$ cat src/rtl/chan_acq_sequencer.sv
// Channel acquisition sequencer: accepts a trigger, delays it, fans it out to a
// snapshot of enabled channels, collects done flags (optional timeout) and emits one event word.
//
// state | meaning
// IDLE  | waiting for trigger, acq_ready high
// DELAY | counting trigger delay before fan-out
// FILL  | acq_trig asserted, waiting for enabled dones or timeout
// STORE | event word presented to FIFO until accepted
module chan_acq_sequencer #(
  parameter int NUM_CHAN = 5,
  parameter int TYPE_W   = 2,
  parameter int TNUM_W   = 24,
  parameter int DELAY_W  = 32,
  parameter int TMO_W    = 24,
  localparam int FIFO_W  = 1 + 2*NUM_CHAN + TYPE_W + TNUM_W
) (
  input  logic                       clk,
  input  logic                       reset,
  input  logic [NUM_CHAN-1:0]        chan_en,
  input  logic [DELAY_W-1:0]         trig_delay,
  input  logic [TMO_W-1:0]           acq_timeout,
  input  logic                       trigger,
  input  logic [TYPE_W-1:0]          trig_type,
  input  logic [TNUM_W-1:0]          trig_num,
  output logic                       acq_ready,
  input  logic [NUM_CHAN-1:0]        acq_dones,
  output logic [NUM_CHAN*TYPE_W-1:0] acq_enable,
  output logic [NUM_CHAN-1:0]        acq_trig,
  input  logic                       fifo_ready,
  output logic                       fifo_valid,
  output logic [FIFO_W-1:0]          fifo_data,
  output logic [1:0]                 state,
  output logic [15:0]                missed_trig_cnt
);

  typedef enum logic [1:0] {
    S_IDLE  = 2'd0,
    S_DELAY = 2'd1,
    S_FILL  = 2'd2,
    S_STORE = 2'd3
  } state_t;

  state_t              state_q, state_d;
  logic [TYPE_W-1:0]   type_q, type_d;
  logic [TNUM_W-1:0]   num_q, num_d;
  logic [NUM_CHAN-1:0] en_q, en_d;
  logic [NUM_CHAN-1:0] done_q, done_d;
  logic                flag_q, flag_d;
  logic [DELAY_W-1:0]  delay_q, delay_d;
  logic [DELAY_W-1:0]  dcnt_q, dcnt_d;
  logic [TMO_W-1:0]    fcnt_q, fcnt_d;
  logic [15:0]         missed_q, missed_d;

  always_ff @(posedge clk) begin
    if (reset) begin
      state_q  <= S_IDLE;
      type_q   <= '0;
      num_q    <= '0;
      en_q     <= '0;
      done_q   <= '0;
      flag_q   <= 1'b0;
      delay_q  <= '0;
      dcnt_q   <= '0;
      fcnt_q   <= '0;
      missed_q <= '0;
    end else begin
      state_q  <= state_d;
      type_q   <= type_d;
      num_q    <= num_d;
      en_q     <= en_d;
      done_q   <= done_d;
      flag_q   <= flag_d;
      delay_q  <= delay_d;
      dcnt_q   <= dcnt_d;
      fcnt_q   <= fcnt_d;
      missed_q <= missed_d;
    end
  end

  always_comb begin
    state_d  = state_q;
    type_d   = type_q;
    num_d    = num_q;
    en_d     = en_q;
    done_d   = done_q;
    flag_d   = flag_q;
    delay_d  = delay_q;
    dcnt_d   = dcnt_q;
    fcnt_d   = fcnt_q;
    missed_d = missed_q;

    if (trigger && state_q != S_IDLE && missed_q != 16'hFFFF)
      missed_d = missed_q + 16'd1;

    case (state_q)
      S_IDLE: begin
        if (trigger) begin
          type_d  = trig_type;
          num_d   = trig_num;
          en_d    = chan_en;
          delay_d = trig_delay;
          done_d  = '0;
          flag_d  = 1'b0;
          dcnt_d  = '0;
          fcnt_d  = '0;
          if (chan_en == '0)
            state_d = S_STORE;
          else if (trig_delay == '0)
            state_d = S_FILL;
          else
            state_d = S_DELAY;
        end
      end
      S_DELAY: begin
        // delay_q is nonzero here, so delay_q-1 cannot wrap
        if (dcnt_q == delay_q - DELAY_W'(1)) begin
          state_d = S_FILL;
          fcnt_d  = '0;
        end else begin
          dcnt_d = dcnt_q + DELAY_W'(1);
        end
      end
      S_FILL: begin
        if ((acq_dones & en_q) == en_q) begin
          state_d = S_STORE;
          done_d  = acq_dones & en_q;
          flag_d  = 1'b0;
        end else if (acq_timeout != '0 && fcnt_q == acq_timeout - TMO_W'(1)) begin
          state_d = S_STORE;
          done_d  = acq_dones & en_q;
          flag_d  = 1'b1;
        end else begin
          fcnt_d = fcnt_q + TMO_W'(1);
        end
      end
      S_STORE: begin
        if (fifo_ready)
          state_d = S_IDLE;
      end
      default: state_d = S_IDLE;
    endcase
  end

  always_comb begin
    acq_enable = '0;
    for (int i = 0; i < NUM_CHAN; i++)
      if (state_q == S_FILL && en_q[i])
        acq_enable[i*TYPE_W +: TYPE_W] = type_q;
  end

  assign acq_trig        = (state_q == S_FILL) ? en_q : '0;
  assign acq_ready       = (state_q == S_IDLE);
  assign fifo_valid      = (state_q == S_STORE);
  assign fifo_data       = fifo_valid ? {flag_q, en_q, done_q, type_q, num_q} : '0;
  assign state           = state_q;
  assign missed_trig_cnt = missed_q;

endmodule

$ cat config.mk
export PLATFORM = sky130hd
export DESIGN_NAME = chan_acq_sequencer
export DESIGN_NICKNAME = d
export VERILOG_FILES = /design/src/rtl/chan_acq_sequencer.sv
export SDC_FILE = /design/constraint.sdc
export NUM_CORES = 1
export LEC_CHECK = 0
export BUFFER_PORTS_ARGS = -buffer_cell sky130_fd_sc_hd__buf_4
export CORE_MARGIN = 2
export CORE_UTILIZATION = 55
export DETAILED_ROUTE_END_ITERATION = 8
export GPL_ROUTABILITY_DRIVEN = 0
export HOLD_SLACK_MARGIN = 0.03
export PLACE_DENSITY_LB_ADDON = 0.05
export SLEW_MARGIN = 25
export SYNTH_ARGS = -nofsm -noshare
export SYNTH_HDL_FRONTEND = slang
export SYNTH_SLANG_ARGS = --single-unit
$ cat constraint.sdc
create_clock -name clk -period 6.9 [get_ports clk]
set_clock_uncertainty 0.05 [all_clocks]
set_input_delay 0 -clock clk [delete_from_list [all_inputs] [get_ports clk]]
set_output_delay 0 -clock clk [all_outputs]
set_load 0.02 [all_outputs]
==> impl_results.md, run 1 <==
* Internal at 1.764 mW
* Iter 0 DRT Violations at a little under 800
* Vias in the first global route at 8,673
* #FFs+latches synth at 143
* Share of Yosys cell area claimed by the top area cell type at 33.90%
* Sequential fraction of the synthesis area at 33.90%
* NumNets Final at 1,451
* Clk buf depth at 2
* Highest Signal Layer: met4
* Largest net degree at the start of global routing at 70
* CTS Sinks at about 140
* Root Buffer: clkbuf_16
* Drt wl/cell at 17.30 um
* CTS buffer count at 17
* Starting density of the core at ~56%
* Drt drc at 0
* DRT antenna net count at 0
* Sw frac at 38.87%
* Commonest non-fill, non-tap cell in the layout: nand2_1
* Max IR drop VDD at between 0.2 and 0.25 mV
* Post-Syn Instances at 1,129
* Die height at 127.9 um
* Power per standard cell area at 259.4 nW/um2
* FMAX at approximately 220 MHz
* Inst Count DP at 1,430
* Number of I/O port buffers at 167
* Worst-path clk slew at 60 ps
* Worst Tran Pin Value at 1050 ps
* Ant diodes at 0
* Fill cells at between 1,000 and 1,500
* Via-per-instance ratio at 5.985
* Met2 WL at 12,620 um
* First-pass detailed-route iteration total at 5
* Top cells by area, synth: dfxtp_1 34%, nand2_1 8.8%, a21oi_1 7.6%, xnor2_1 5.3%, xor2_1 3.6%
* Grt total ovfl at 0
* Worst hold path class: input pin to register
* Share of cells above drive strength 1 at between 10% and 20%
* Power Total at about 2.9 mW
* Max_cap viols at 0
* Total net switching power at 1.122 mW
* Most used DFF post-synth: dfxtp_1
* HPWL Detailed at about 18,000 um
* Final period util at 64.69%
* Fin. max-slew vios at 0
* Pre-CTS setup slack at 2600 ps
* First-pass GRT wire length at approximately 43,000 um
* Initial antenna violation count at 0
* Finished Layout Cells at between 1,500 and 2,000
* Status: completed
* Asr flop ratio synth at 0%
* Clock power share at roughly 30%
* H-tree lvl count at 4
* RSZ-0062 raised after global routing: no
* Die W at about 130 um
* Post-layout minimum cycle time at 4463 ps
* Data required, critical path at 7200 ps
* Clock Latency Late Sink at about 420 ps
* Hold Vio Cnt, Final at 0
* Setup CP Type: register to register
* Most frequent cells in the layout: 196 x nand2_1, 171 x buf_4, 143 x dfxtp_1
* Post-CTS sizing at 0
* Final WL at 26,770 um
* Synth cell types at 70
* Seq. cell area at 2863 um2
* Cell taking the most area after synthesis: dfxtp_1
* Flop pwr share at 34.6%
* Ports at 168
* Worst Path Arrival at 4760 ps
* Rel. slew slack at approximately 30%
* YS warnings at 0
* Post-synthesis average cell area at 7.479 um2
* Syn nets at between 1,000 and 1,500
* Area Growth Syn to Fin at 31.74%
* DIE AREA at 16,360 um2
* Core area at 15,090 um2
* Setup WS post-layout at ~2400 ps
* Routed via count at 9,259
* Std-Cell Rows at 45
* Worst Setup Start Kind: register
* Post-synth EDFFs at 0
* Crit Path Max Fanout at 11
* CP endpoint kind: register
* Total track usage at between 30% and 40%
* Buffer count from post-CTS setup fixing at 0
* Final count of negative-setup-slack endpoints at 0
* Area occupied by multi-input gates at 5256 um2
* Metal3 WL at 2081 um
* Mapped Area at approximately 8400 um2
* CTS tree: yes
* Combinational fraction of design power at 35.9%
* Total Neg Setup Slack at 0 ps
* LEAKAGE at 4.288 nW
* Metal-1 WL at 11,420 um
-- cell type report --
type                    count  share of cell area, %
multi-input cells         901                  47.25
flip-flops and latches    143                  25.73
repair buffers            256                  19.19
clock buffers              21                  4.049
well taps                 188                  2.115
inverters                  27                 0.9110
clock inverters            11                 0.7536
-- worst max-delay path: stages, from the launching register on --
cell	delay (ps)
dfxtp_1	410
nor4_1	660
nand4_1	490
o41a_1	500
a31oi_1	140
a21oi_1	60
and4_4	190
a31oi_1	720
nand2_1	400
or4_1	600
a21oi_1	170
-- through the flow --
stage	hold WS, ps	area [um2]	util, %
3_3_place_gp	197.9	9738	64.54
5_1_grt	91.80	11120	73.72
3_5_place_dp	204.1	9739	64.54
4_1_cts	54.71	11120	73.72
6_report	73.71	11120	73.72
2_1_floorplan	85.96	8444	-
-- what timing repair did --
action                                  CTS  global route
hold buffers                             85             0
endpoints found under the setup margin    0             0
endpoints found under the hold margin    72             0
-- final timing paths --
kind                                  from   endpoint  slack, ps  cells after the start
worst max-delay path            delay_q[2]  dcnt_q[5]       2440                     10
worst min-delay path            fifo_ready   state[1]         70                      5
worst max register to register  delay_q[2]  dcnt_q[5]       2440                     10
worst min register to register   num_q[15]  num_q[15]        410                      2
-- cells in the mapped netlist (all sizes together), types with 4 or more instances --
library cell,n
dfxtp,143
nor3,19
nand3b,6
o31ai,16
or3,38
and2,41
clkbuf,49
nand3,39
nand2b,8
nor4,28
o21ai,48
and3,26
buf,9
ha,9
nor2,67
or4,27
xnor2,51
o211ai,6
nand2,197
xor2,35
a31oi,7
nor4b,6
mux2i,9
inv,27
or2,5
nand4,30
or4b,4
a21oi,129
-- per-layer routing --
| metal | vias up | track usage (%) |
|---|---|---|
| li1 | 4465 | - |
| met1 | 4359 | 42.20 |
| met2 | 375 | 53.95 |
| met3 | 60 | 7.513 |
| met4 | 0 | 11.12 |
| met5 | - | 0 |
-- kinds of logic (layout without fill, tap and decap cells) --
family,count (synthesis),in the layout,share of synthesized area [%]
AND/OR/NAND/NOR,556,556,34.21
AO/OA/AOI/OAI,240,240,16.46
flip-flops,143,143,33.90
XOR/XNOR,86,86,8.920
buffers and inverters,85,315,3.971
multiplexers,10,10,1.200
adder cells (fa/ha/maj),9,9,1.334
-- sequential cells by signal, indices dropped and copies added, names as in the netlist --
register and cells:
en_q 5, fcnt_q 24, flag_q 1, dcnt_q 32, done_q 5, num_q 24, delay_q 32, missed_trig_cnt 16
state 2, type_q 2
-- power groups by stage --
stage	clock network (mW)	logic, mW	registers (mW)
2_1_floorplan	0	0.717	0.986
3_3_place_gp	0	0.941	1.00
3_5_place_dp	0	0.953	1.01
4_1_cts	0.854	1.01	0.989
5_1_grt	0.896	1.13	1.01
6_report	0.852	1.04	0.997
Power figures use the tool's default switching activity.
==> run 2, diff against run 1 <==
Clock period 6.9 ns to 4.4 ns, I/O delays scaled along.
==> run 2 against run 1 <==
  * Non-clock buffer count grew 13
  * First-iteration DRC count decreased by 7.5%
  * Critical path type unchanged
  * Register-to-register slack worse by 2200 ps
  * Sequential cell count is the same
  * Clock power up 84%
  * Sequential share of layout area fell by 0.46 points
  * Sequential power is 56% higher
  * Via count down 1.5%
  * Critical path depth rose by 2
  * Utilization increased by 1.3 points
  * Worst setup slack got worse by 2200 ps
==> impl_results.md, run 2 (synthesized netlist as in run 1, its figures left out) <==
* Setup CP Type: register to register
* Power per standard cell area at 425.9 nW/um2 (+64%)
* Drt drc at 0 (unchanged)
* R2r startpoint: delay_q[0]
* Data required, critical path at 4700 ps (-2500 ps)
* Clk buf depth at 2 (unchanged)
* Post-layout minimum cycle time at 4147 ps (-316.1 ps)
* Via-per-instance ratio at 5.849 (-2.3%)
* Inst Count DP at 1,441 (+0.77%)
* Worst Hold End: state[1]
* Iter 0 DRT Violations at 719 (-7.5%)
* Power Total at 4.824 mW (+67%)
* Hold Path Origin: fifo_ready
* CTS tree: yes
* Setup WS post-layout at 252.6 ps (-2184 ps)
* Die W at 127.9 um (unchanged)
* Max IR drop VDD at 0.3607 mV (+60%)
* Finished Layout Cells at 1,560 (+0.84%)
* Core area at 15,090 um2 (unchanged)
* Fin Hold WS at 106.2 ps (+32.52 ps)
* Largest registers: dcnt_q x32, delay_q x32
* Post-CTS sizing at 0 (unchanged)
* Worst-path clk slew at 60 ps (about the same)
* Ant diodes at 0 (unchanged)
* Status: completed
* Largest net degree at the start of global routing at 72 (+2.9%)
* Starting density of the core at 55.96% (unchanged)
* Seq. cell area at 2863 um2 (unchanged)
* Vias in the first global route at 8,455 (-2.5%)
* Initial antenna violation count at 0 (unchanged)
* FMAX at 241.1 MHz (+7.6%)
* Final count of negative-setup-slack endpoints at 0 (unchanged)
* Area occupied by multi-input gates at 5259 um2 (about the same)
* HPWL Detailed at 17,710 um (+0.20%)
* FF-to-FF End: fcnt_q[14]
* Share of cells above drive strength 1 at 17.27% (+1.0 points)
* R2R setup slack at 250 ps (-2180 ps)
* H-tree lvl count at 4 (unchanged)
* First-pass detailed-route iteration total at 5 (unchanged)
* Drt wl/cell at 16.66 um (-3.7%)
* Crit-path max cell delay at 560 ps (-160 ps)
* CTS buffer count at 17 (unchanged)
* Grt total ovfl at 0 (unchanged)
* Fill cells at 1,128 (-2.7%)
* CP max stage cell: or3_4
* Total Neg Setup Slack at 0 ps (unchanged)
* CP endpoint kind: register
* DIE AREA at 16,360 um2 (unchanged)
* Pre-CTS setup slack at 261.0 ps (-2339 ps)
* Worst Path Arrival at 4440 ps (-320 ps)
* Fin. max-slew vios at 0 (unchanged)
* WHS Path Cells at 5 (unchanged)
* Crit Path Max Fanout at 40 (+29)
* Root Buffer: clkbuf_16
* Rel. slew slack at 45.70% (+16 points)
* Final period util at 94.26% (+30 points)
* Worst Setup Start Kind: register
* Clock Latency Late Sink at 430 ps (about the same)
* Worst r2r path cells at 12 (+2)
* Total track usage at 31.54% (-1.1 points)
* Commonest non-fill, non-tap cell in the layout: nand2_1
* NumNets Final at 1,464 (+0.90%)
* First-pass GRT wire length at 41,760 um (-3.0%)
* Max_cap viols at 0 (unchanged)
* Area Growth Syn to Fin at 34.14%
* Worst-path cell chain: inv_1 > ha_1 > nor4b_4 > nand4_1 > or4b_1 > a211oi_1 > nand4_1 > nor4_2 > a21boi_2 > or3_4 > or4_1 > a21oi_1
* Most frequent cells in the layout: 196 x nand2_1, 185 x buf_4, 143 x dfxtp_1
* Worst Tran Pin Value at 810.7 ps (-239.3 ps)
* CTS Sinks at 143 (unchanged)
* Final WL at 25,990 um (-2.9%)
* Hold Vio Cnt, Final at 0 (unchanged)
* Std-Cell Rows at 45 (unchanged)
* DRT antenna net count at 0 (unchanged)
* LEAKAGE at 4.397 nW (+2.5%)
* Number of I/O port buffers at 167 (unchanged)
* Cell mode on critical path: nand4_1
* Die height at 127.9 um (unchanged)
* Worst hold path class: input pin to register
* Routed via count at 9,124 (-1.5%)
* Ports at 168 (unchanged)
-- run 2: layer usage --
layer | vias up | track usage (%) | share of wire [%]
met5 | - | 0 | 0
met4 | 0 | 8.662 | 1.6
met3 | 34 | 7.137 | 7.9
met2 | 333 | 52.15 | 47
met1 | 4264 | 41.60 | 44
li1 | 4493 | - | -
-- run 2: timing repair --
item,4_1_cts,5_1_grt
buffers inserted,0,3
endpoints found under the hold margin,72,0
setup endpoints to repair,0,11
hold buffers,84,0
-- run 2: report_power, final --
group | internal (mW) | switching [mW]
registers | 1.42 | 0.148
logic | 0.675 | 1.02
clock network | 0.986 | 0.580
-- run 2: per-stage QoR --
stage	instance area, um2	util [%]
2_1_floorplan	8444	-
3_3_place_gp	9821	65.08
3_5_place_dp	9822	65.09
4_1_cts	11300	74.90
5_1_grt	11330	75.07
6_report	11330	75.07
-- run 2: worst max-delay path, delay by kind of cell, from the launching register on --
| family | cells | cell delay (ps) |
|---|---|---|
| buffers and inverters | 1 | 90 |
| adder cells (fa/ha/maj) | 1 | 250 |
| AO/OA/AOI/OAI | 3 | 590 |
| AND/OR/NAND/NOR | 7 | 2740 |
| flip-flops | 1 | 340 |
-- run 2: worst max path at each step --
stage | from | end | slack [ps] | cells past startpoint
2_1_floorplan | delay_q[0] | fcnt_q[14] | 690 | 13
3_3_place_gp | delay_q[0] | fcnt_q[19] | 390 | 12
3_5_place_dp | delay_q[0] | fcnt_q[14] | 260 | 12
4_1_cts | delay_q[0] | fcnt_q[14] | 240 | 12
5_1_grt | delay_q[0] | fcnt_q[21] | -5 | 12
6_report | delay_q[0] | fcnt_q[14] | 250 | 12
-- run 2: final cells by class --
type,count,share of cell area (%)
clock buffers,21,4.065
flip-flops and latches,143,25.27
well taps,188,2.077
repair buffers,269,19.68
multi-input cells,901,46.43
inverters,27,0.8947
clock inverters,11,1.580
==> run 3, diff against run 2 <==
Settings changed: CORE_UTILIZATION 55 to 56.
==> run 3 against run 2 <==
  * Count of clock-buffer cells in the layout stayed put
  * Non-clock buffer count is 18 lower
  * Combinational power is 2% lower
  * Via count is 0.84% higher
  * Wire length is 2.0% higher
  * Critical path type unchanged
  * Critical endpoint is now fcnt_q[18]
  * Highest routed layer unchanged
==> impl_results.md, run 3 (synthesized netlist as in run 1, its figures left out) <==
* LEAKAGE at 4.271 nW (-2.9%)
* FMAX at 245.7 MHz (+1.9%)
* Grt total ovfl at 0 (unchanged)
* Vias in the first global route at 8,622 (+2.0%)
* GR peak layer: met2
* Final WL at 26,490 um (+2.0%)
* WHS Path Cells at 5 (unchanged)
* Total Neg Setup Slack at 0 ps (unchanged)
* R2R setup slack at 330 ps (+80 ps)
* Hold Vio Cnt, Final at 0 (unchanged)
* Worst Tran Pin Value at 959.1 ps (+148.4 ps)
* Max IR drop VDD at 0.3456 mV (-4.2%)
* CTS tree: yes
* Iter 0 DRT Violations at 752 (+4.6%)
* HPWL Detailed at 17,820 um (+0.61%)
* Commonest non-fill, non-tap cell in the layout: nand2_1
* Ant diodes at 0 (unchanged)
* Clock Latency Late Sink at 430 ps (about the same)
* Fin Hold WS at 59.05 ps (-47.18 ps)
* Ports at 168 (unchanged)
* Via-per-instance ratio at 5.982 (+2.3%)
* Routed via count at 9,201 (+0.84%)
* Inst Count DP at 1,437 (-0.28%)
* GR Util met3 at 8.562% (+1.4 points)
* CTS Sinks at 143 (unchanged)
* Post-layout minimum cycle time at 4070 ps (-77.43 ps)
* Worst r2r path cells at 12 (unchanged)
* DRT antenna net count at 0 (unchanged)
* Fill cells at 1,067 (-5.4%)
* First-pass detailed-route iteration total at 7 (+2)
* R2r startpoint: delay_q[0]
* Power per standard cell area at 421.2 nW/um2 (-1.1%)
* Area occupied by multi-input gates at 5264 um2 (about the same)
* Worst Setup Start Kind: register
* Setup CP Type: register to register
* Rel. slew slack at 36.06% (-9.6 points)
* Fin. max-slew vios at 0 (unchanged)
* First-pass GRT wire length at 42,630 um (+2.1%)
* Drt drc at 0 (unchanged)
* Root Buffer: clkbuf_16
* Clk buf depth at 2 (unchanged)
* H-tree lvl count at 4 (unchanged)
* Pre-CTS setup slack at 359.6 ps (+98.58 ps)
* Data required, critical path at 4700 ps (about the same)
* Crit. Startpoint: delay_q[0]
* Initial antenna violation count at 0 (unchanged)
* Worst Hold End: state[1]
* Worst Path Arrival at 4370 ps (-70 ps)
* Std-Cell Rows at 44 (-2.2%)
* Most frequent cells in the layout: 196 x nand2_1, 182 x buf_4, 143 x dfxtp_1
* Max_cap viols at 0 (unchanged)
* Largest registers: dcnt_q x32, delay_q x32
* Crit Path Max Fanout at 40 (unchanged)
* DIE AREA at 16,080 um2 (-1.7%)
* Share of cells above drive strength 1 at 17.28% (about the same)
* Die height at 126.8 um (-0.87%)
* Worst hold path class: input pin to register
* Finished Layout Cells at 1,538 (-1.4%)
* CTS buffer count at 17 (unchanged)
* Drt wl/cell at 17.22 um (+3.4%)
* NumNets Final at 1,446 (-1.2%)
* Hold Path Origin: fifo_ready
* Setup WS post-layout at 330.1 ps (+77.43 ps)
* RSZ-0062 raised after global routing: no
* Worst-path clk slew at 60 ps (about the same)
* Final count of negative-setup-slack endpoints at 0 (unchanged)
* Seq. cell area at 2863 um2 (unchanged)
* Die W at 126.8 um (-0.87%)
* CP endpoint kind: register
* Total track usage at 32.78% (+1.2 points)
* Area Growth Syn to Fin at 31.61%
* Status: completed
* Starting density of the core at 57.66% (+1.7 points)
* Global routing usage on met1 at 41.77% (+0.18 points)
* Core area at 14,640 um2 (-3.0%)
* Number of I/O port buffers at 167 (unchanged)
* Buffer count from post-CTS setup fixing at 0 (unchanged)
* FF-to-FF End: fcnt_q[18]
* GR Util met2 at 53.99% (+1.8 points)
* Final period util at 92.50% (-1.8 points)
* Largest net degree at the start of global routing at 62 (-14%)
-- run 3: cell types whose count changed in the layout (fill, tap and decap cells not counted), moves of 2 or more --
cell	previous run	this run
buf_4	185	182
bufinv_16	4	2
clkinv_2	0	2
clkinv_4	3	1
dlygate4sd3_1	84	69
-- run 3: metrics by stage --
stage          util (%)  power (mW)  instance area, um2
2_1_floorplan         -       2.671                8444
3_3_place_gp      67.03       3.102                9816
3_5_place_dp      67.03       3.119                9816
4_1_cts           75.83       4.624               11100
5_1_grt           75.89       4.930               11110
6_report          75.89       4.680               11110
-- run 3: cell type report --
cell class | count | area share [%]
clock buffers | 21 | 4.233
repair buffers | 251 | 18.51
clock inverters | 11 | 1.148
well taps | 184 | 2.072
multi-input cells | 901 | 47.37
flip-flops and latches | 143 | 25.76
inverters | 27 | 0.9120
-- run 3: per-layer routing --
| metal | wire length [um] | part of all wire (%) |
|---|---|---|
| met2 | 12260 | 46 |
| met5 | 0 | 0 |
| met3 | 2050 | 7.7 |
| met4 | 597 | 2.3 |
| met1 | 11580 | 44 |
-- run 3: worst max-delay path by stage --
stage | to | slack, ps
6_report | fcnt_q[18] | 330
5_1_grt | fcnt_q[14] | 40
4_1_cts | fcnt_q[18] | 280
3_5_place_dp | fcnt_q[18] | 360
3_3_place_gp | fcnt_q[19] | 510
2_1_floorplan | fcnt_q[14] | 690
-- run 3: timing repair --
action | in CTS | in global routing
endpoints found under the hold margin | 79 | 0
hold buffers | 69 | 0
resized for setup | 0 | 1
setup endpoints to repair | 0 | 2
-- run 3: power by group --
part | switching (mW) | internal, mW | leakage [nW]
clock | 0.585 | 0.883 | 0.286
sequential | 0.143 | 1.42 | 1.16
combinational | 1.02 | 0.629 | 2.82
total | 1.75 | 2.93 | 4.27
-- run 3: critical path, stage by stage (launching register included) --
cell,delay (ps)
dfxtp_1,350
inv_1,90
ha_1,260
nor4b_4,290
nand4_1,180
or4b_1,550
a211oi_1,250
nand4_1,200
nor4_4,340
a21boi_2,170
or3_4,560
or4_1,540
a21oi_1,160
